--- src/rtl/id_ex_issue_stage_pkg.sv ---
// Shared definitions for the dual-lane ID/EX issue stage: forward-select
// codes, FSM state encoding and a helper that decodes forward coverage.
package id_ex_issue_stage_pkg;

    localparam logic [1:0] FWD_NONE = 2'd0;
    localparam logic [1:0] FWD_SRC1 = 2'd1;
    localparam logic [1:0] FWD_SRC2 = 2'd2;
    localparam logic [1:0] FWD_BOTH = 2'd3;

    typedef enum logic [0:0] {
        RUN   = 1'b0,
        SPLIT = 1'b1
    } state_t;

    // True when a forward code supplies the given source (src2 = 0 -> src1).
    function automatic logic fwd_covers(input logic [1:0] code, input logic src2);
        if (src2) begin
            return (code == FWD_SRC2) || (code == FWD_BOTH);
        end
        return (code == FWD_SRC1) || (code == FWD_BOTH);
    endfunction

endpackage

--- src/rtl/id_ex_issue_stage_if.sv ---
// Decode-side, bypass-side and EX-side signals of the issue stage.
// The master drives the decode/forwarding/control inputs; the slave is the stage.
interface id_ex_issue_stage_if #(
    parameter int unsigned XLEN = 32
);
    logic            dec_valid_1;
    logic            dec_valid_2;
    logic [4:0]      dec_dstreg_num_1;
    logic [4:0]      dec_srcreg1_num_2;
    logic [4:0]      dec_srcreg2_num_2;
    logic [XLEN-1:0] rf_rs1_1;
    logic [XLEN-1:0] rf_rs2_1;
    logic [XLEN-1:0] rf_rs1_2;
    logic [XLEN-1:0] rf_rs2_2;
    logic [1:0]      a_forward_1;
    logic [1:0]      b_forward_1;
    logic [1:0]      c_forward_1;
    logic [1:0]      a_forward_2;
    logic [1:0]      b_forward_2;
    logic [1:0]      c_forward_2;
    logic [XLEN-1:0] ex_result;
    logic [XLEN-1:0] mem_result;
    logic [XLEN-1:0] wb_result;
    logic            ex_is_load;
    logic            ex_hold;
    logic            flush;
    logic [XLEN-1:0] ex_op1_1;
    logic [XLEN-1:0] ex_op2_1;
    logic [XLEN-1:0] ex_op1_2;
    logic [XLEN-1:0] ex_op2_2;
    logic            ex_valid_1;
    logic            ex_valid_2;
    logic            id_stall;

    modport master (
        output dec_valid_1, dec_valid_2, dec_dstreg_num_1,
        output dec_srcreg1_num_2, dec_srcreg2_num_2,
        output rf_rs1_1, rf_rs2_1, rf_rs1_2, rf_rs2_2,
        output a_forward_1, b_forward_1, c_forward_1,
        output a_forward_2, b_forward_2, c_forward_2,
        output ex_result, mem_result, wb_result,
        output ex_is_load, ex_hold, flush,
        input  ex_op1_1, ex_op2_1, ex_op1_2, ex_op2_2,
        input  ex_valid_1, ex_valid_2, id_stall
    );

    modport slave (
        input  dec_valid_1, dec_valid_2, dec_dstreg_num_1,
        input  dec_srcreg1_num_2, dec_srcreg2_num_2,
        input  rf_rs1_1, rf_rs2_1, rf_rs1_2, rf_rs2_2,
        input  a_forward_1, b_forward_1, c_forward_1,
        input  a_forward_2, b_forward_2, c_forward_2,
        input  ex_result, mem_result, wb_result,
        input  ex_is_load, ex_hold, flush,
        output ex_op1_1, ex_op2_1, ex_op1_2, ex_op2_2,
        output ex_valid_1, ex_valid_2, id_stall
    );
endinterface

--- src/rtl/id_ex_issue_stage_operand_bypass_mux.sv ---
// Per-lane operand bypass: picks EX, then MEM, then WB result, else the
// register-file value, independently for each of the two sources.
module operand_bypass_mux
    import id_ex_issue_stage_pkg::*;
#(
    parameter int unsigned XLEN = 32
) (
    input  logic [1:0]      a_forward,
    input  logic [1:0]      b_forward,
    input  logic [1:0]      c_forward,
    input  logic [XLEN-1:0] rf_rs1,
    input  logic [XLEN-1:0] rf_rs2,
    input  logic [XLEN-1:0] ex_result,
    input  logic [XLEN-1:0] mem_result,
    input  logic [XLEN-1:0] wb_result,
    output logic [XLEN-1:0] op1,
    output logic [XLEN-1:0] op2
);

    // Source 1 select with strict EX > MEM > WB priority.
    always_comb begin
        op1 = rf_rs1;
        if (fwd_covers(a_forward, 1'b0)) begin
            op1 = ex_result;
        end else if (fwd_covers(b_forward, 1'b0)) begin
            op1 = mem_result;
        end else if (fwd_covers(c_forward, 1'b0)) begin
            op1 = wb_result;
        end
    end

    // Source 2 select with strict EX > MEM > WB priority.
    always_comb begin
        op2 = rf_rs2;
        if (fwd_covers(a_forward, 1'b1)) begin
            op2 = ex_result;
        end else if (fwd_covers(b_forward, 1'b1)) begin
            op2 = mem_result;
        end else if (fwd_covers(c_forward, 1'b1)) begin
            op2 = wb_result;
        end
    end

endmodule

--- src/rtl/id_ex_issue_stage.sv ---
// Dual-lane ID/EX issue register. Bypasses operands per lane, registers them
// into EX, and inserts bubbles for load-use and intra-bundle RAW hazards.
module id_ex_issue_stage
    import id_ex_issue_stage_pkg::*;
#(
    parameter int unsigned XLEN = 32
) (
    input logic                clk,
    input logic                rst,
    id_ex_issue_stage_if.slave bus
);

    logic [XLEN-1:0] op1_1;
    logic [XLEN-1:0] op2_1;
    logic [XLEN-1:0] op1_2;
    logic [XLEN-1:0] op2_2;
    logic            load_use_1;
    logic            load_use_2;
    logic            intra;
    state_t          state;

    operand_bypass_mux #(.XLEN(XLEN)) u_mux_1 (
        .a_forward  (bus.a_forward_1),
        .b_forward  (bus.b_forward_1),
        .c_forward  (bus.c_forward_1),
        .rf_rs1     (bus.rf_rs1_1),
        .rf_rs2     (bus.rf_rs2_1),
        .ex_result  (bus.ex_result),
        .mem_result (bus.mem_result),
        .wb_result  (bus.wb_result),
        .op1        (op1_1),
        .op2        (op2_1)
    );

    operand_bypass_mux #(.XLEN(XLEN)) u_mux_2 (
        .a_forward  (bus.a_forward_2),
        .b_forward  (bus.b_forward_2),
        .c_forward  (bus.c_forward_2),
        .rf_rs1     (bus.rf_rs1_2),
        .rf_rs2     (bus.rf_rs2_2),
        .ex_result  (bus.ex_result),
        .mem_result (bus.mem_result),
        .wb_result  (bus.wb_result),
        .op1        (op1_2),
        .op2        (op2_2)
    );

    // Hazard detection: an EX-forwarded source from a load is not ready yet;
    // lane 2 reading lane 1's destination cannot be forwarded within the bundle.
    always_comb begin
        load_use_1 = bus.dec_valid_1 && bus.ex_is_load && (bus.a_forward_1 != FWD_NONE);
        load_use_2 = bus.dec_valid_2 && bus.ex_is_load && (bus.a_forward_2 != FWD_NONE);
        intra      = bus.dec_valid_1 && bus.dec_valid_2 && (bus.dec_dstreg_num_1 != 5'd0) &&
                     ((bus.dec_dstreg_num_1 == bus.dec_srcreg1_num_2) ||
                      (bus.dec_dstreg_num_1 == bus.dec_srcreg2_num_2));
    end

    // Decode stall: flush overrides hold, hold overrides hazard stalls.
    always_comb begin
        bus.id_stall = 1'b0;
        if (rst || bus.flush) begin
            bus.id_stall = 1'b0;
        end else if (bus.ex_hold) begin
            bus.id_stall = 1'b1;
        end else if (state == RUN) begin
            bus.id_stall = load_use_1 || load_use_2 || intra;
        end else begin
            bus.id_stall = load_use_2;
        end
    end

    // EX registers and issue FSM. Operands load every non-held cycle; lanes
    // that are not issued carry don't-care operands with their valid cleared.
    always_ff @(posedge clk) begin
        if (rst) begin
            bus.ex_op1_1   <= '0;
            bus.ex_op2_1   <= '0;
            bus.ex_op1_2   <= '0;
            bus.ex_op2_2   <= '0;
            bus.ex_valid_1 <= 1'b0;
            bus.ex_valid_2 <= 1'b0;
            state          <= RUN;
        end else if (bus.flush) begin
            bus.ex_valid_1 <= 1'b0;
            bus.ex_valid_2 <= 1'b0;
            state          <= RUN;
        end else if (!bus.ex_hold) begin
            bus.ex_op1_1 <= op1_1;
            bus.ex_op2_1 <= op2_1;
            bus.ex_op1_2 <= op1_2;
            bus.ex_op2_2 <= op2_2;
            case (state)
                RUN: begin
                    if (load_use_1 || load_use_2) begin
                        bus.ex_valid_1 <= 1'b0;
                        bus.ex_valid_2 <= 1'b0;
                    end else if (intra) begin
                        bus.ex_valid_1 <= 1'b1;
                        bus.ex_valid_2 <= 1'b0;
                        state          <= SPLIT;
                    end else begin
                        bus.ex_valid_1 <= bus.dec_valid_1;
                        bus.ex_valid_2 <= bus.dec_valid_2;
                    end
                end
                SPLIT: begin
                    bus.ex_valid_1 <= 1'b0;
                    if (load_use_2) begin
                        bus.ex_valid_2 <= 1'b0;
                    end else begin
                        bus.ex_valid_2 <= bus.dec_valid_2;
                        state          <= RUN;
                    end
                end
                default: begin
                    bus.ex_valid_1 <= 1'b0;
                    bus.ex_valid_2 <= 1'b0;
                    state          <= RUN;
                end
            endcase
        end
    end

endmodule

--- src/flat_wrapper.sv ---
// flat-port wrapper written by rule: the top's interface ports become plain ports
module id_ex_issue_stage_flat import id_ex_issue_stage_pkg::*;
#(
    parameter int unsigned XLEN = 32
)
  (clk, rst, bus_dec_valid_1, bus_dec_valid_2, bus_dec_dstreg_num_1, bus_dec_srcreg1_num_2, bus_dec_srcreg2_num_2, bus_rf_rs1_1, bus_rf_rs2_1, bus_rf_rs1_2, bus_rf_rs2_2, bus_a_forward_1, bus_b_forward_1, bus_c_forward_1, bus_a_forward_2, bus_b_forward_2, bus_c_forward_2, bus_ex_result, bus_mem_result, bus_wb_result, bus_ex_is_load, bus_ex_hold, bus_flush, bus_ex_op1_1, bus_ex_op2_1, bus_ex_op1_2, bus_ex_op2_2, bus_ex_valid_1, bus_ex_valid_2, bus_id_stall);
  id_ex_issue_stage_if #(.XLEN(XLEN)) bus_i ();
  input logic clk;
  input logic rst;
  input wire logic [$bits(bus_i.dec_valid_1)-1:0] bus_dec_valid_1;
  input wire logic [$bits(bus_i.dec_valid_2)-1:0] bus_dec_valid_2;
  input wire logic [$bits(bus_i.dec_dstreg_num_1)-1:0] bus_dec_dstreg_num_1;
  input wire logic [$bits(bus_i.dec_srcreg1_num_2)-1:0] bus_dec_srcreg1_num_2;
  input wire logic [$bits(bus_i.dec_srcreg2_num_2)-1:0] bus_dec_srcreg2_num_2;
  input wire logic [$bits(bus_i.rf_rs1_1)-1:0] bus_rf_rs1_1;
  input wire logic [$bits(bus_i.rf_rs2_1)-1:0] bus_rf_rs2_1;
  input wire logic [$bits(bus_i.rf_rs1_2)-1:0] bus_rf_rs1_2;
  input wire logic [$bits(bus_i.rf_rs2_2)-1:0] bus_rf_rs2_2;
  input wire logic [$bits(bus_i.a_forward_1)-1:0] bus_a_forward_1;
  input wire logic [$bits(bus_i.b_forward_1)-1:0] bus_b_forward_1;
  input wire logic [$bits(bus_i.c_forward_1)-1:0] bus_c_forward_1;
  input wire logic [$bits(bus_i.a_forward_2)-1:0] bus_a_forward_2;
  input wire logic [$bits(bus_i.b_forward_2)-1:0] bus_b_forward_2;
  input wire logic [$bits(bus_i.c_forward_2)-1:0] bus_c_forward_2;
  input wire logic [$bits(bus_i.ex_result)-1:0] bus_ex_result;
  input wire logic [$bits(bus_i.mem_result)-1:0] bus_mem_result;
  input wire logic [$bits(bus_i.wb_result)-1:0] bus_wb_result;
  input wire logic [$bits(bus_i.ex_is_load)-1:0] bus_ex_is_load;
  input wire logic [$bits(bus_i.ex_hold)-1:0] bus_ex_hold;
  input wire logic [$bits(bus_i.flush)-1:0] bus_flush;
  output wire logic [$bits(bus_i.ex_op1_1)-1:0] bus_ex_op1_1;
  output wire logic [$bits(bus_i.ex_op2_1)-1:0] bus_ex_op2_1;
  output wire logic [$bits(bus_i.ex_op1_2)-1:0] bus_ex_op1_2;
  output wire logic [$bits(bus_i.ex_op2_2)-1:0] bus_ex_op2_2;
  output wire logic [$bits(bus_i.ex_valid_1)-1:0] bus_ex_valid_1;
  output wire logic [$bits(bus_i.ex_valid_2)-1:0] bus_ex_valid_2;
  output wire logic [$bits(bus_i.id_stall)-1:0] bus_id_stall;
  assign bus_i.dec_valid_1 = bus_dec_valid_1;
  assign bus_i.dec_valid_2 = bus_dec_valid_2;
  assign bus_i.dec_dstreg_num_1 = bus_dec_dstreg_num_1;
  assign bus_i.dec_srcreg1_num_2 = bus_dec_srcreg1_num_2;
  assign bus_i.dec_srcreg2_num_2 = bus_dec_srcreg2_num_2;
  assign bus_i.rf_rs1_1 = bus_rf_rs1_1;
  assign bus_i.rf_rs2_1 = bus_rf_rs2_1;
  assign bus_i.rf_rs1_2 = bus_rf_rs1_2;
  assign bus_i.rf_rs2_2 = bus_rf_rs2_2;
  assign bus_i.a_forward_1 = bus_a_forward_1;
  assign bus_i.b_forward_1 = bus_b_forward_1;
  assign bus_i.c_forward_1 = bus_c_forward_1;
  assign bus_i.a_forward_2 = bus_a_forward_2;
  assign bus_i.b_forward_2 = bus_b_forward_2;
  assign bus_i.c_forward_2 = bus_c_forward_2;
  assign bus_i.ex_result = bus_ex_result;
  assign bus_i.mem_result = bus_mem_result;
  assign bus_i.wb_result = bus_wb_result;
  assign bus_i.ex_is_load = bus_ex_is_load;
  assign bus_i.ex_hold = bus_ex_hold;
  assign bus_i.flush = bus_flush;
  assign bus_ex_op1_1 = bus_i.ex_op1_1;
  assign bus_ex_op2_1 = bus_i.ex_op2_1;
  assign bus_ex_op1_2 = bus_i.ex_op1_2;
  assign bus_ex_op2_2 = bus_i.ex_op2_2;
  assign bus_ex_valid_1 = bus_i.ex_valid_1;
  assign bus_ex_valid_2 = bus_i.ex_valid_2;
  assign bus_id_stall = bus_i.id_stall;
  id_ex_issue_stage #(.XLEN(XLEN)) u_core (.clk(clk), .rst(rst), .bus(bus_i));
endmodule
--- config.mk ---
export PLATFORM = sky130hd
export DESIGN_NAME = id_ex_issue_stage_flat
export DESIGN_NICKNAME = d
export VERILOG_FILES = /design/src/rtl/id_ex_issue_stage_pkg.sv /design/src/rtl/id_ex_issue_stage_if.sv /design/src/rtl/id_ex_issue_stage_operand_bypass_mux.sv /design/src/rtl/id_ex_issue_stage.sv /design/src/flat_wrapper.sv
export SDC_FILE = /design/constraint.sdc
export NUM_CORES = 1
export LEC_CHECK = 0
export ABC_AREA = 1
export CORE_AREA = 2 2 150 152
export DETAILED_ROUTE_END_ITERATION = 10
export DIE_AREA = 0 0 152 154
export GPL_TIMING_DRIVEN = 0
export PLACE_DENSITY = 0.77
export SYNTH_ARGS = -nofsm -noshare
export SYNTH_HDL_FRONTEND = slang
export SYNTH_SLANG_ARGS = --single-unit
--- constraint.sdc ---
create_clock -name clk -period 1.1 [get_ports clk]
set_input_delay 0.11 -clock clk [delete_from_list [all_inputs] [get_ports clk]]
set_output_delay 0.11 -clock clk [all_outputs]
set_load 0.1 [all_outputs]
# Word level (Yosys, flattened, before mapping)
# Cells that the tools add are included.
# word_totals
elab_cells,100
ff_bits,131
inputBits,258
# classes
n_eq_ne,20
mux,42
n_reduce_logical,28
bitwise,3
# op_table
operator,count
32-bit two-way mux,12
1-bit two-way mux,27
"2-bit == test, second input constant",12
1-bit logical OR,16
"2-bit by 1-bit == test with 1-bit output, second input constant",6
5-bit == test,2
1-bit logical AND,7
1-bit case mux with 2 select lines,3
5-bit nonzero test,1
2-bit nonzero test,2
1-bit NOT,3
2-bit AND reduction,1
2-bit OR reduction,1

# Longest topological paths before layout
# Gate-level depths: netlist (run 1).
# logic_depth
word_depth,13
depth_mapped,11
mapped_depth_nobuf,11

# Hierarchy
# Synthesis (run 1) repeated with hierarchy kept, for this count alone.
# hier_totals
cells_unflattened,1685
area_unflattened_um2,9860.7
# modules_own_cells
module,area_each_um2,cells_per_inst,instances
id_ex_issue_stage,4830.9,633,1
operand_bypass_mux (u_core.u_mux_1),2596.2,526,1
operand_bypass_mux (u_core.u_mux_2),2433.6,526,1

# Worst setup path before layout (run 1)
# OpenSTA, ideal clock, no wires.
# synth_path
path_type,input -> output
start,in bus_a_forward_2[0]
end,out bus_id_stall
arrival_ns,2.122
required_ns,0.990
path_buffers,1
cell_stages,7
slack_ns,-1.132
cell_sequence,buf_2 clkinv_2 a21oi_2 a31oi_2 nand2_1 nand2_2 a21oi_1
# synth_between
elab_chain_cells,7
# synth_lines
item,line_no,source
"start, declared",flat_wrapper.sv:22,input wire logic [$bits(bus_i.a_forward_2)-1:0] bus_a_forward_2;
2-bit nonzero test *,id_ex_issue_stage.sv:52,load_use_2 = bus.dec_valid_2 && bus.ex_is_load && (bus.a_forward_2 != FWD_NONE);
1-bit logical AND *,id_ex_issue_stage.sv:52,
1-bit logical OR (2 in series),id_ex_issue_stage.sv:66,bus.id_stall = load_use_1 || load_use_2 || intra;
1-bit two-way mux *,id_ex_issue_stage.sv:65,end else if (state == RUN) begin
1-bit two-way mux *,id_ex_issue_stage.sv:63,end else if (bus.ex_hold) begin
1-bit two-way mux *,id_ex_issue_stage.sv:61,if (rst || bus.flush) begin
"end, declared",flat_wrapper.sv:37,output wire logic [$bits(bus_i.id_stall)-1:0] bus_id_stall;
# Every way passes the cells marked *; elsewhere a longest branch is shown, timed or not.

# Worst setup path after layout (run 1)
# layout_path
start,in bus_dec_valid_2
end,out bus_id_stall
# layout_between
elab_chain_cells,7
word_cells_on_any_way,10
cone_classes,mux (3); reduce/logical (7)
# layout_lines
item,line_no,source
"start, declared",flat_wrapper.sv:11,input wire logic [$bits(bus_i.dec_valid_2)-1:0] bus_dec_valid_2;
"1-bit logical AND, on equally long branches (2 in series)","id_ex_issue_stage.sv:52, id_ex_issue_stage.sv:53",
1-bit logical OR / 1-bit logical AND (equally long branches),"id_ex_issue_stage.sv:66, id_ex_issue_stage.sv:53",
1-bit logical OR,id_ex_issue_stage.sv:66,
1-bit two-way mux *,id_ex_issue_stage.sv:65,
1-bit two-way mux *,id_ex_issue_stage.sv:63,
1-bit two-way mux *,id_ex_issue_stage.sv:61,
# Marked as above.

==> results.md, run 1 <==
- Die area: 23400 µm²
- Number of global-route vias before repair: 11802
- Crit path depth: 8
- I/O Pins: 389
- Post-Synthesis Cell Area: 8650 µm²
- Top routing layer in use: met5
- Met1 WL: 17500 µm
- Core Region: approximately 22000 µm²
- Grt ovf: 0
- Fmax: 722 MHz
- Largest net degree at the start of global routing: 17
- Ranking of synthesized cells by area: dfxtp_1, nand2_1, nor2_1
- CTS tree: done
- #FFs+latches synth: around 130
- CP cell instances: dlygate4sd2_1, nand2_1, a21oi_4, a31oi_2, nand2_2, nand2_4, a21oi_4, buf_12
- First-pass GRT wire length: 70400 µm
- Share of layout cells above drive strength 1: between 20% and 30%
- Post-route ant nets: 0
- Total number of vias: 12160
- Synthesized area per cell: 6.34 µm²
- Power, Total: 18.2 mW
- Post-route cell area: between 10000 and 15000 µm²
- Failing checks: setup timing
- Fin. max-slew vios: 0
- Crit Path Class: in2out
- Most frequent cells after synthesis: nand2_1, nor2_1, dfxtp_1, a31oi_1, o31ai_1
- R2R depth: 4
- Clock buffer count from CTS: 17
- Fin crit share: 126%
- DIE WIDTH: roughly 150 µm
- DPL Wire Length: 35100 µm
- Layout Nets: 2026
- Max-Cap Viols: 0
- Synth async-reset ratio: 0%
- Max_slew headroom: a little over half
- Unrepaired setup endpoints after global routing: yes
- Worst slew pin tran: 0.702 ns
- # port buffers: 376
- VDD IR-drop max: between 1 and 1.5 mV
- Most numerous cell in the Yosys netlist: nand2_1
- DRT Pass-1 Iters: 8
- Final Hold Fails: 0
- WP data arrival: 1.28 ns
- Largest area contributor in the netlist: dfxtp_1
- Commonest register cell after synthesis: dfxtp_1
- Slowest CP cell: dlygate4sd2_1
- Min-Delay Path Class: in2reg
- # DRC: 0
- Post-Route WL: 47700 µm
- Status: finished with violations
- Sequential fraction of the synthesis area: 30.3%
- Cell family with the largest share of critical-path delay: buffers and inverters
- Post-Syn Nets: 1622
- Yosys warns: 0
- Post-layout min period: 1.39 ns
- Initial antenna violation count: 5
- Number of fill cells: 1829
- Vias per inst: 5.89
- CTS Buffer Depth: 2
- Final setup viols: 3
- Leak Pwr: 6.20 nW
- Yosys top cell area share: 30.3%
- CP bufs+invs: 2
- Number of distinct library cells after synthesis: 27
- Placer Congestion: 0.989
- Drt wl/cell: around 23 µm
- Worst Hold Depth: 3
- Initial DRC Count: 1338
- Die height: 154 µm
- Critical Path Sink Type: output pin
- Clk_lat worst skew: 0.43 ns
- Metal3 WL: about 5600 µm
- Num rows: 54
- Placed cell area: 12900 µm²
- Htree depth: 4
- Met2 wire length: between 20000 and 25000 µm
- Final setup TNS: -0.325 ns
- CP Max Fanout: 3
- Clock sinks: 131
- Pre-CTS WS: -1.57 ns
- Clock root cell: clkbuf_16
- Crit path largest cell delay: 0.27 ns
- Initial Util: between 30 and 40%
- Element type at the critical path start: primary input
- Cell count after synthesis: between 1000 and 1500
- Pwr Density: 1230 nW/µm²
- Skew final: slightly above 0.004 ns
- Final WS setup: -0.286 ns
- EDFF count, synth: 0
- CTS clock-pin slew for the worst setup and hold paths: 0.06 ns
- Most used cell, CP: a21oi_4
- WP data required: between 0.9 and 1 ns
- Area delta synth->final: 71.0%
- Global-route total usage across every layer: between 30% and 40%
==> power breakdown <==
group	switching [mW]	internal [mW]	total, mW
combinational	4.66	2.74	7.39
sequential	0.357	5.12	5.48
clock	2.32	3.00	5.32
total	7.33	10.9	18.2
==> layer usage <==
| metal | up-vias | GRT usage (%) |
|---|---|---|
| li1 | 5462 | - |
| met4 | 2 | 21.1 |
| met3 | 205 | 9.58 |
| met1 | 5562 | 48.5 |
| met2 | 929 | 62.4 |
| met5 | - | 0 |
==> flip-flops by register name, summed over array words and instances, names as in the netlist <==
name / count
u_core.bus.ex_op1_1: 32
u_core.bus.ex_op1_2: 32
u_core.bus.ex_op2_1: 32
u_core.bus.ex_op2_2: 32
u_core.bus.ex_valid_1: 1
u_core.bus.ex_valid_2: 1
u_core.state: 1
==> worst paths after layout <==
kind                            slack (ns)                                from                                   end
worst max-delay path                 -0.29                     bus_dec_valid_2                          bus_id_stall
worst min-delay path                  0.02                  bus_a_forward_1[0]  u_core.bus.ex_op1_1[31]$_SDFFE_PP0P_
worst max register to register        0.13           u_core.state$_SDFFE_PN0N_    u_core.bus.ex_valid_2$_SDFFE_PN0N_
worst min register to register        0.51  u_core.bus.ex_valid_2$_SDFFE_PN0N_    u_core.bus.ex_valid_2$_SDFFE_PN0N_
==> through the flow <==
| step | std cells | utilization [%] | hold slack, ns |
|---|---|---|---|
| 5_1_grt | 2065 | 68.2 | 0.0174 |
| 2_1_floorplan | 1364 | - | 0.243 |
| 3_5_place_dp | 2020 | 59.7 | 0.430 |
| 4_1_cts | 2062 | 65.9 | 0.00516 |
| 6_report | 2065 | 68.2 | 0.0212 |
| 3_3_place_gp | 2020 | 59.7 | 0.428 |
==> kinds of logic (layout without fill, tap and decap cells) <==
kind of cell	after synthesis	count (layout)	synth area share [%]
xor gates and xnor gates	2	2	0.203
buffers and inverters	152	569	10.4
other	0	4	0
AOI/OAI and AO/OA	393	393	29.1
DFF	131	131	30.3
and+or+nand+nor	686	686	30.0
==> layout by cell type, fill, tap and decap left out, types with 17 or more instances in the layout <==
cell / count
buf_12: 80
buf_6: 47
o31ai_1: 117
dfxtp_4: 21
clkdlybuf4s50_1: 225
dfxtp_2: 110
buf_4: 28
nand2_1: 405
clkbuf_1: 27
a31oi_1: 128
o21ai_0: 98
o21ai_1: 32
nor2_1: 263
buf_8: 47
buf_2: 43
clkbuf_16: 17
==> worst reg2reg max path, stage by stage (launching register included) <==
cell	delay, ns
dfxtp_4	0.37
a21oi_4	0.16
buf_4	0.15
nand3_1	0.09
a21oi_2	0.13
==> final cells by class <==
class | count | area (µm²) | area share [%]
Multi-Input combinational cell | 1081 | 5200 | 35.1
Timing Repair Buffer | 385 | 4830 | 32.7
Sequential cell | 131 | 2840 | 19.2
Buffer | 126 | 903 | 6.11
Clock buffer | 21 | 460 | 3.11
Tap cell | 280 | 350 | 2.37
Inverter | 26 | 119 | 0.804
Clock inverter | 11 | 81.3 | 0.550
Antenna cell | 4 | 10.0 | 0.0677
==> timing repair <==
item                       in CTS  in global routing
pin swaps                      17                 23
gates resized for setup      1129                167
hold endpoints to repair        1                  0
setup endpoints to repair     260                198
hold buffers                    1                  0
buffers inserted                9                  4
Note: power is estimated with default switching activity, not from simulation.
==> run 2: changes to the inputs <==
--- a/config.mk
+++ b/config.mk
@@ -6,11 +6,13 @@
 export NUM_CORES = 1
 export LEC_CHECK = 0
 export ABC_AREA = 1
-export CORE_AREA = 2 2 150 152
+export CORE_MARGIN = 1
+export CORE_UTILIZATION = 40
 export DETAILED_ROUTE_END_ITERATION = 10
-export DIE_AREA = 0 0 152 154
 export GPL_TIMING_DRIVEN = 0
-export PLACE_DENSITY = 0.77
+export HOLD_SLACK_MARGIN = 0.12
+export PLACE_DENSITY = 0.75
 export SYNTH_ARGS = -nofsm -noshare
 export SYNTH_HDL_FRONTEND = slang
+export SYNTH_HIERARCHICAL = 1
 export SYNTH_SLANG_ARGS = --single-unit
==> run 2 against run 1 <==
The run still ends with setup timing left; routed wire length increased by 2.1%; clock power increased by 19%; final area increased by 10%; synthesized area increased by 14%.
==> results.md, run 2 <==
- DPL Wire Length: 36000 µm (+2.6%)
- Clock sinks: 131 (unchanged)
- # port buffers: 380 (+1.1%)
- WP data required: 0.99 ns (about the same)
- Most used cell, CP: a21oi_4
- Crit Path Class: in2out
- Initial antenna violation count: 10 (+5)
- # DRC: 0 (unchanged)
- Power, Total: 18.5 mW (+1.9%)
- Critical Path Sink Type: output pin
- Cell family with the largest share of critical-path delay: buffers and inverters
- Finished Core Util: 67.2% (-1.0 points)
- Fin. max-slew vios: 0 (unchanged)
- DRT Pass-1 Iters: 6 (-2)
- Final WS setup: -0.246 ns (+0.0397 ns)
- Initial Util: 40.7% (+0.78 points)
- Core Region: 24200 µm² (+12%)
- Clock buffer count from CTS: 17 (unchanged)
- EDFF count, synth: 0 (unchanged)
- CP bufs+invs: 3 (+1)
- I/O Pins: 389 (unchanged)
- Synthesized area per cell: 5.85 µm² (-7.7%)
- Largest area contributor in the netlist: nand2_1
- Unrepaired setup endpoints after global routing: yes
- Layout Nets: 2348 (+16%)
- Drt wl/cell: 20.0 µm (-13%)
- Post-layout min period: 1.35 ns (-0.0397 ns)
- Element type at the critical path start: primary input
- Crit path largest cell delay: 0.28 ns (about the same)
- Yosys top cell area share: 32.8% (+2.5 points)
- Most frequent cells in the layout: nand2_1, a21oi_1, clkdlybuf4s50_1
- Min-Delay Path Class: in2reg
- Ranking of synthesized cells by area: nand2_1, dfxtp_1, a21oi_1
- Die area: 25300 µm² (+8.0%)
- Clk_lat worst skew: 0.43 ns (about the same)
- Final setup TNS: -0.433 ns (-0.107 ns)
- Most frequent cells after synthesis: nand2_1, a21oi_1, dfxtp_1, nand3_1, inv_1
- Number of global-route vias before repair: 12174 (+3.2%)
- VDD IR-drop max: 0.746 mV (-36%)
- Cell count after synthesis: 1685 (+24%)
- Htree depth: 4 (unchanged)
- Status: finished with violations
- Sequential fraction of the synthesis area: 26.6% (-3.7 points)
- Clock root cell: clkbuf_16
- Number of distinct library cells after synthesis: 27 (unchanged)
- Most numerous cell in the Yosys netlist: nand2_1
- Finished Layout Cells: 2436 (+18%)
- Pwr Density: 1140 nW/µm² (-7.4%)
- Commonest register cell after synthesis: dfxtp_1
- DIE WIDTH: 159 µm (+4.6%)
- CTS Buffer Depth: 2 (unchanged)
- First-pass GRT wire length: 71000 µm (+0.87%)
- WP data arrival: 1.24 ns (-0.04 ns)
- Post-Synthesis Cell Area: 9860 µm² (+14%)
- CTS clock-pin slew for the worst setup and hold paths: 0.06 ns (about the same)
- Max-Cap Viols: 0 (unchanged)
- CP cell instances: dlygate4sd2_1, nor2_2, nor2_1, buf_4, a21oi_4, a21oi_4, buf_12
- Total number of vias: 13029 (+7.1%)
- Area delta synth->final: 65.2%
- Share of layout cells above drive strength 1: 26.1% (+0.39 points)
- CP Max Fanout: 3 (unchanged)
- Num rows: 57 (+5.6%)
- Max_slew headroom: 80.4% (+27 points)
- Post-Route WL: 48700 µm (+2.1%)
- Fmax: 743 MHz (+3.0%)
- Fin crit share: 122% (-3.6 points)
- Post-Syn Nets: 1943 (+20%)
- Skew final: 0.00112 ns (-0.00297 ns)
- Yosys warns: 6 (+6)
- Largest net degree at the start of global routing: 20 (+3)
- Synth async-reset ratio: 0% (unchanged)
- Worst slew pin tran: 0.293 ns (-0.409 ns)
- Placer Congestion: 0.982 (-0.64%)
- Post-route ant nets: 0 (unchanged)
- Leak Pwr: 7.46 nW (+20%)
- Final Hold Fails: 0 (unchanged)
- Final setup viols: 14 (+11)
- #FFs+latches synth: 131 (unchanged)
- Vias per inst: 5.35 (-9.2%)
- Slowest CP cell: dlygate4sd2_1
- Failing checks: setup timing
- Initial DRC Count: 1466 (+9.6%)
- Most common cell after layout, fill and taps aside: nand2_1
- Die height: 159 µm (+3.3%)
- Global-route total usage across every layer: 36.9% (-2.1 points)
- Grt ovf: 0 (unchanged)
- Cell count after placement: 2389 (+18%)
- CTS tree: done
[run 2: cell count changes in the layout (fill, tap and decap cells not counted), sizes merged, moves of 8 or more]
cell,before,now
clkbuf,54,46
nand2,412,923
o21ai,130,2
inv,25,90
a31oi,129,1
nor2,268,14
o31ai,128,0
a21oi,6,261
nand3,5,133
[run 2: cell type report]
type,count,area [µm²]
inverter,90,368
fill,2126,7960
sequential,131,2840
buffer,125,1120
antenna,9,22.5
multi-input combinational,1338,5880
clock buffer,20,467
clock inverter,12,179
timing repair buffer,387,5010
tap,324,405
[run 2: layer usage]
metal | global-route usage (%) | part of all wire (%) | vias up
li1 | - | - | 6112
met1 | 45.2 | 38 | 5914
met2 | 60.9 | 47 | 868
met3 | 8.41 | 10 | 133
met4 | 18.3 | 4.5 | 2
met5 | 0 | 0.027 | -
[run 2: kinds of logic (layout without fill, tap and decap cells)]
group	Yosys count	count (layout)	share of synthesized area, %
compound gates	264	264	13.5
xor+xnor	2	2	0.178
buf+inv	216	634	14.3
flops	131	131	26.6
other cells	0	9	0
simple gates	1072	1072	45.5
[run 2: stage by stage]
| stage | hold slack (ns) | worst slack (ns) | instance area [µm²] |
|---|---|---|---|
| floorplan | 0.243 | -0.217 | 10000 |
| global placement | 0.443 | -1.57 | 14200 |
| detailed placement | 0.447 | -1.58 | 14200 |
| CTS | 0.168 | -0.277 | 15700 |
| global route | 0.182 | -0.281 | 16300 |
| finish | 0.172 | -0.246 | 16300 |
[run 2: worst reg2reg max path: stages (launching register included)]
cell     delay [ns]
dfxtp_4        0.36
a21oi_4        0.18
buf_4          0.14
a21oi_1        0.06
[run 2: worst paths after layout]
kind | from | to | slack [ns] | cells after the start
min reg2reg | u_core/bus.ex_op1_2[15]$_SDFFE_PP0P_ | u_core/bus.ex_op1_2[15]$_SDFFE_PP0P_ | 0.47 | 2
max reg2reg | u_core/state$_SDFFE_PN0N_ | u_core/state$_SDFFE_PN0N_ | 0.23 | 3
min | bus_ex_hold | u_core/bus.ex_valid_2$_SDFFE_PN0N_ | 0.17 | 3
max | bus_a_forward_2[0] | bus_id_stall | -0.25 | 7
[run 2: where the power goes]
group	internal (mW)	leakage [nW]	total, mW	switching (mW)
logic	2.69	6.02	6.92	4.23
registers	5.01	1.13	5.28	0.272
clock network	3.98	0.308	6.34	2.36
[run 2: timing repair]
item | 4_1_cts | 5_1_grt
hold buffers | 2 | 0
buffers inserted | 3 | 2
gates cloned | 0 | 0
pin swaps | 23 | 16
endpoints found under the setup margin | 259 | 209
gates resized for setup | 1146 | 148
hold endpoints to repair | 2 | 0
==> run 3: changes to the inputs <==
--- a/config.mk
+++ b/config.mk
@@ -6,11 +6,13 @@
 export NUM_CORES = 1
 export LEC_CHECK = 0
 export ABC_AREA = 1
+export CAP_MARGIN = 20
 export CORE_MARGIN = 1
 export CORE_UTILIZATION = 40
 export DETAILED_ROUTE_END_ITERATION = 10
 export GPL_TIMING_DRIVEN = 0
 export HOLD_SLACK_MARGIN = 0.12
+export MAX_ROUTING_LAYER = met4
 export PLACE_DENSITY = 0.75
 export SYNTH_ARGS = -nofsm -noshare
 export SYNTH_HDL_FRONTEND = slang
==> run 3 against run 2 <==
Sequential cell count did not move; register-to-register slack got worse by 0.07 ns; routed wire length rose by 3.7%; count of clock-buffer cells in the layout fell by 2; the run still ends with setup timing left; critical path type is now reg2out; global-route usage rose by 1.7 points; highest routed layer is now met4; power fell by 0.35%; critical path depth fell by 3; largest cell class unchanged; non-clock buffer count rose by 17; sequential power barely moved; setup slack got worse by 0.030 ns.
==> results.md, run 3 (synthesized netlist as in run 2, its figures left out) <==
- Status: finished with violations
- Failing checks: setup timing
- # port buffers: 380 (unchanged)
- Grt ovf: 0 (unchanged)
- # DRC: 0 (unchanged)
- Critical Path Sink Type: output pin
- Clock buffer count from CTS: 17 (unchanged)
- Pint: 11.6 mW (-0.82%)
- Skew final: 0.00586 ns (+0.00473 ns)
- Post-route cell area: 16500 µm² (+1.6%)
- Most frequent cells in the layout: nand2_1, a21oi_1, clkdlybuf4s50_1
- Layout Nets: 2365 (+0.72%)
- Worst slew pin tran: 0.299 ns (+0.00664 ns)
- Num rows: 57 (unchanged)
- DRT Pass-1 Iters: 6 (unchanged)
- Clk_lat worst skew: 0.43 ns (about the same)
- Post-route ant nets: 0 (unchanged)
- DIE WIDTH: 159 µm (unchanged)
- Most common cell after layout, fill and taps aside: nand2_1
- Area delta synth->final: 67.8%
- Number of fill cells: 2102 (-1.1%)
- Post-layout min period: 1.38 ns (+0.0298 ns)
- Die area: 25300 µm² (unchanged)
- Share of layout cells above drive strength 1: 27.7% (+1.6 points)
- Crit Path Class: reg2out
- Worst Hold Depth: 5 (+2)
- FF-to-FF setup slack: 0.16 ns (-0.07 ns)
- Comb power frac: 38.4% (+1.1 points)
- Htree depth: 4 (unchanged)
- Max-Cap Viols: 0 (unchanged)
- CTS tree: done
- Clock sinks: 131 (unchanged)
- CP Launch Point: u_core/state$_SDFFE_PN0N_
- Power, Total: 18.5 mW (-0.35%)
- Leak Pwr: 7.56 nW (+1.3%)
- Placer Congestion: 0.989 (+0.70%)
- Unrepaired setup endpoints after global routing: yes
- WP data required: 0.99 ns (about the same)
- Initial DRC Count: 1595 (+8.8%)
- Final WS setup: -0.276 ns (-0.0298 ns)
- Fin crit share: 125% (+2.7 points)
- Element type at the critical path start: register
- CTS clock-pin slew for the worst setup and hold paths: 0.06 ns (about the same)
- WP data arrival: 1.27 ns (+0.03 ns)
- Net Sw Power: 6.90 mW (+0.44%)
- Pre-CTS WS: -1.57 ns (+0.00772 ns)
- VDD IR-drop max: 0.806 mV (+8.1%)
- Finished Layout Cells: 2451 (+0.62%)
- Initial antenna violation count: 9 (-1)
- Post-Route WL: 50500 µm (+3.7%)
- Clock group share of total power: 33.1% (-1.1 points)
- Pwr Density: 1120 nW/µm² (-1.9%)
- Worst r2r src: u_core/state$_SDFFE_PN0N_
- CP Max Fanout: 4 (+1)
- Number of global-route vias before repair: 12394 (+1.8%)
- Drt wl/cell: 20.6 µm (+3.1%)
- Placed cell area: 14200 µm² (unchanged)
- Total number of vias: 13158 (+0.99%)
- Core Region: 24200 µm² (unchanged)
- Fmax: 727 MHz (-2.2%)
- Crit path to: bus_id_stall
- Min-Delay Path Class: in2reg
- Clock root cell: clkbuf_16
- Global-route total usage across every layer: 38.6% (+1.7 points)
- Die height: 159 µm (unchanged)
- Final setup viols: 6 (-8)
- Largest net degree at the start of global routing: 17 (-15%)
- Switching share of total power: 37.3% (+0.30 points)
- Vias per inst: 5.37 (+0.37%)
- DPL Wire Length: 36400 µm (+1.0%)
- Fin. max-slew vios: 0 (unchanged)
- R2R depth: 4 (+1)
- CTS Buffer Depth: 2 (unchanged)
- Finished Core Util: 68.2% (+1.0 points)
- Worst R2R End: u_core/bus.ex_valid_2$_SDFFE_PN0N_
- First-pass GRT wire length: 71900 µm (+1.2%)
- Cell count after placement: 2389 (unchanged)
- Flop pwr share: 28.6% (about the same)
- I/O Pins: 389 (unchanged)
- Final Hold Fails: 0 (unchanged)
- Max_slew headroom: 80.0% (-0.44 points)
- Initial Util: 40.7% (unchanged)
run 3: cell count changes in the layout (fill, tap and decap cells not counted), moves of 6 or more:
| cell | change |
|---|---|
| dlygate4sd2_1 | -7 |
| buf_6 | +11 |
| dfxtp_4 | +7 |
| buf_4 | +12 |
| dfxtp_2 | -7 |
| buf_2 | -6 |
| buf_12 | +10 |
| buf_8 | -10 |
run 3: worst min path at each step:
stage                                              start                                   end  slack, ns
finish                                   bus_dec_valid_2             u_core/state$_SDFFE_PN0N_       0.14
global route                             bus_dec_valid_2             u_core/state$_SDFFE_PN0N_       0.15
CTS                                      bus_dec_valid_2    u_core/bus.ex_valid_2$_SDFFE_PN0N_       0.12
detailed placement  u_core/bus.ex_op2_1[27]$_SDFFE_PP0P_  u_core/bus.ex_op2_1[27]$_SDFFE_PP0P_       0.45
global placement     u_core/bus.ex_op2_2[1]$_SDFFE_PP0P_   u_core/bus.ex_op2_2[1]$_SDFFE_PP0P_       0.44
floorplan                                bus_dec_valid_1    u_core/bus.ex_valid_1$_SDFFE_PN0N_       0.24
run 3: critical path: stages, from the launching register on:
cell     delay [ns]
dfxtp_4        0.37
inv_2          0.08
nand2_4        0.06
a21oi_4        0.14
buf_12         0.19
run 3: timing repair:
| action | CTS | global route |
|---|---|---|
| endpoints found under the hold margin | 1 | 1 |
| hold buffers | 1 | 1 |
| pin swaps | 25 | 24 |
| buffers inserted | 15 | 8 |
| resized for setup | 1134 | 232 |
| endpoints found under the setup margin | 258 | 164 |
run 3: power groups by stage:
stage          Sequential (mW)  Combinational [mW]  Clock [mW]
5_1_grt                   5.30                7.40        6.35
6_report                  5.28                7.09        6.11
3_3_place_gp              5.28                6.25           0
2_1_floorplan             6.97                2.19           0
3_5_place_dp              5.28                6.27           0
4_1_cts                   5.26                6.61        6.10
run 3: stage by stage:
stage                     TNS [ns]  hold slack (ns)
after floorplan             -0.217            0.243
after global placement     -166.20            0.445
after detailed placement   -167.74            0.448
after CTS                   -0.738            0.121
after global routing         -1.78            0.151
final                       -0.417            0.142
run 3: area by class of cell:
type                            count  area, µm²  share of cell area, %
Antenna cell                       10       25.0                  0.151
Buffer                            126       1110                   6.72
Clock buffer                       18        439                   2.65
Clock inverter                     11        163                  0.983
Inverter                           90        368                   2.22
Multi-Input combinational cell   1338       5940                   35.9
Sequential cell                   131       2850                   17.3
Tap cell                          324        405                   2.45
Timing Repair Buffer              403       5240                   31.6
run 3: metal layers:
| metal | vias to the layer above | share of wire [%] | wire [µm] | track usage [%] |
|---|---|---|---|---|
| li1 | 6144 | - | - | - |
| met1 | 5989 | 38 | 19100 | 47.0 |
| met2 | 866 | 47 | 23600 | 61.6 |
| met3 | 159 | 10 | 5180 | 7.06 |
| met4 | 0 | 5.2 | 2620 | 18.7 |
| met5 | - | 0 | 0 | - |
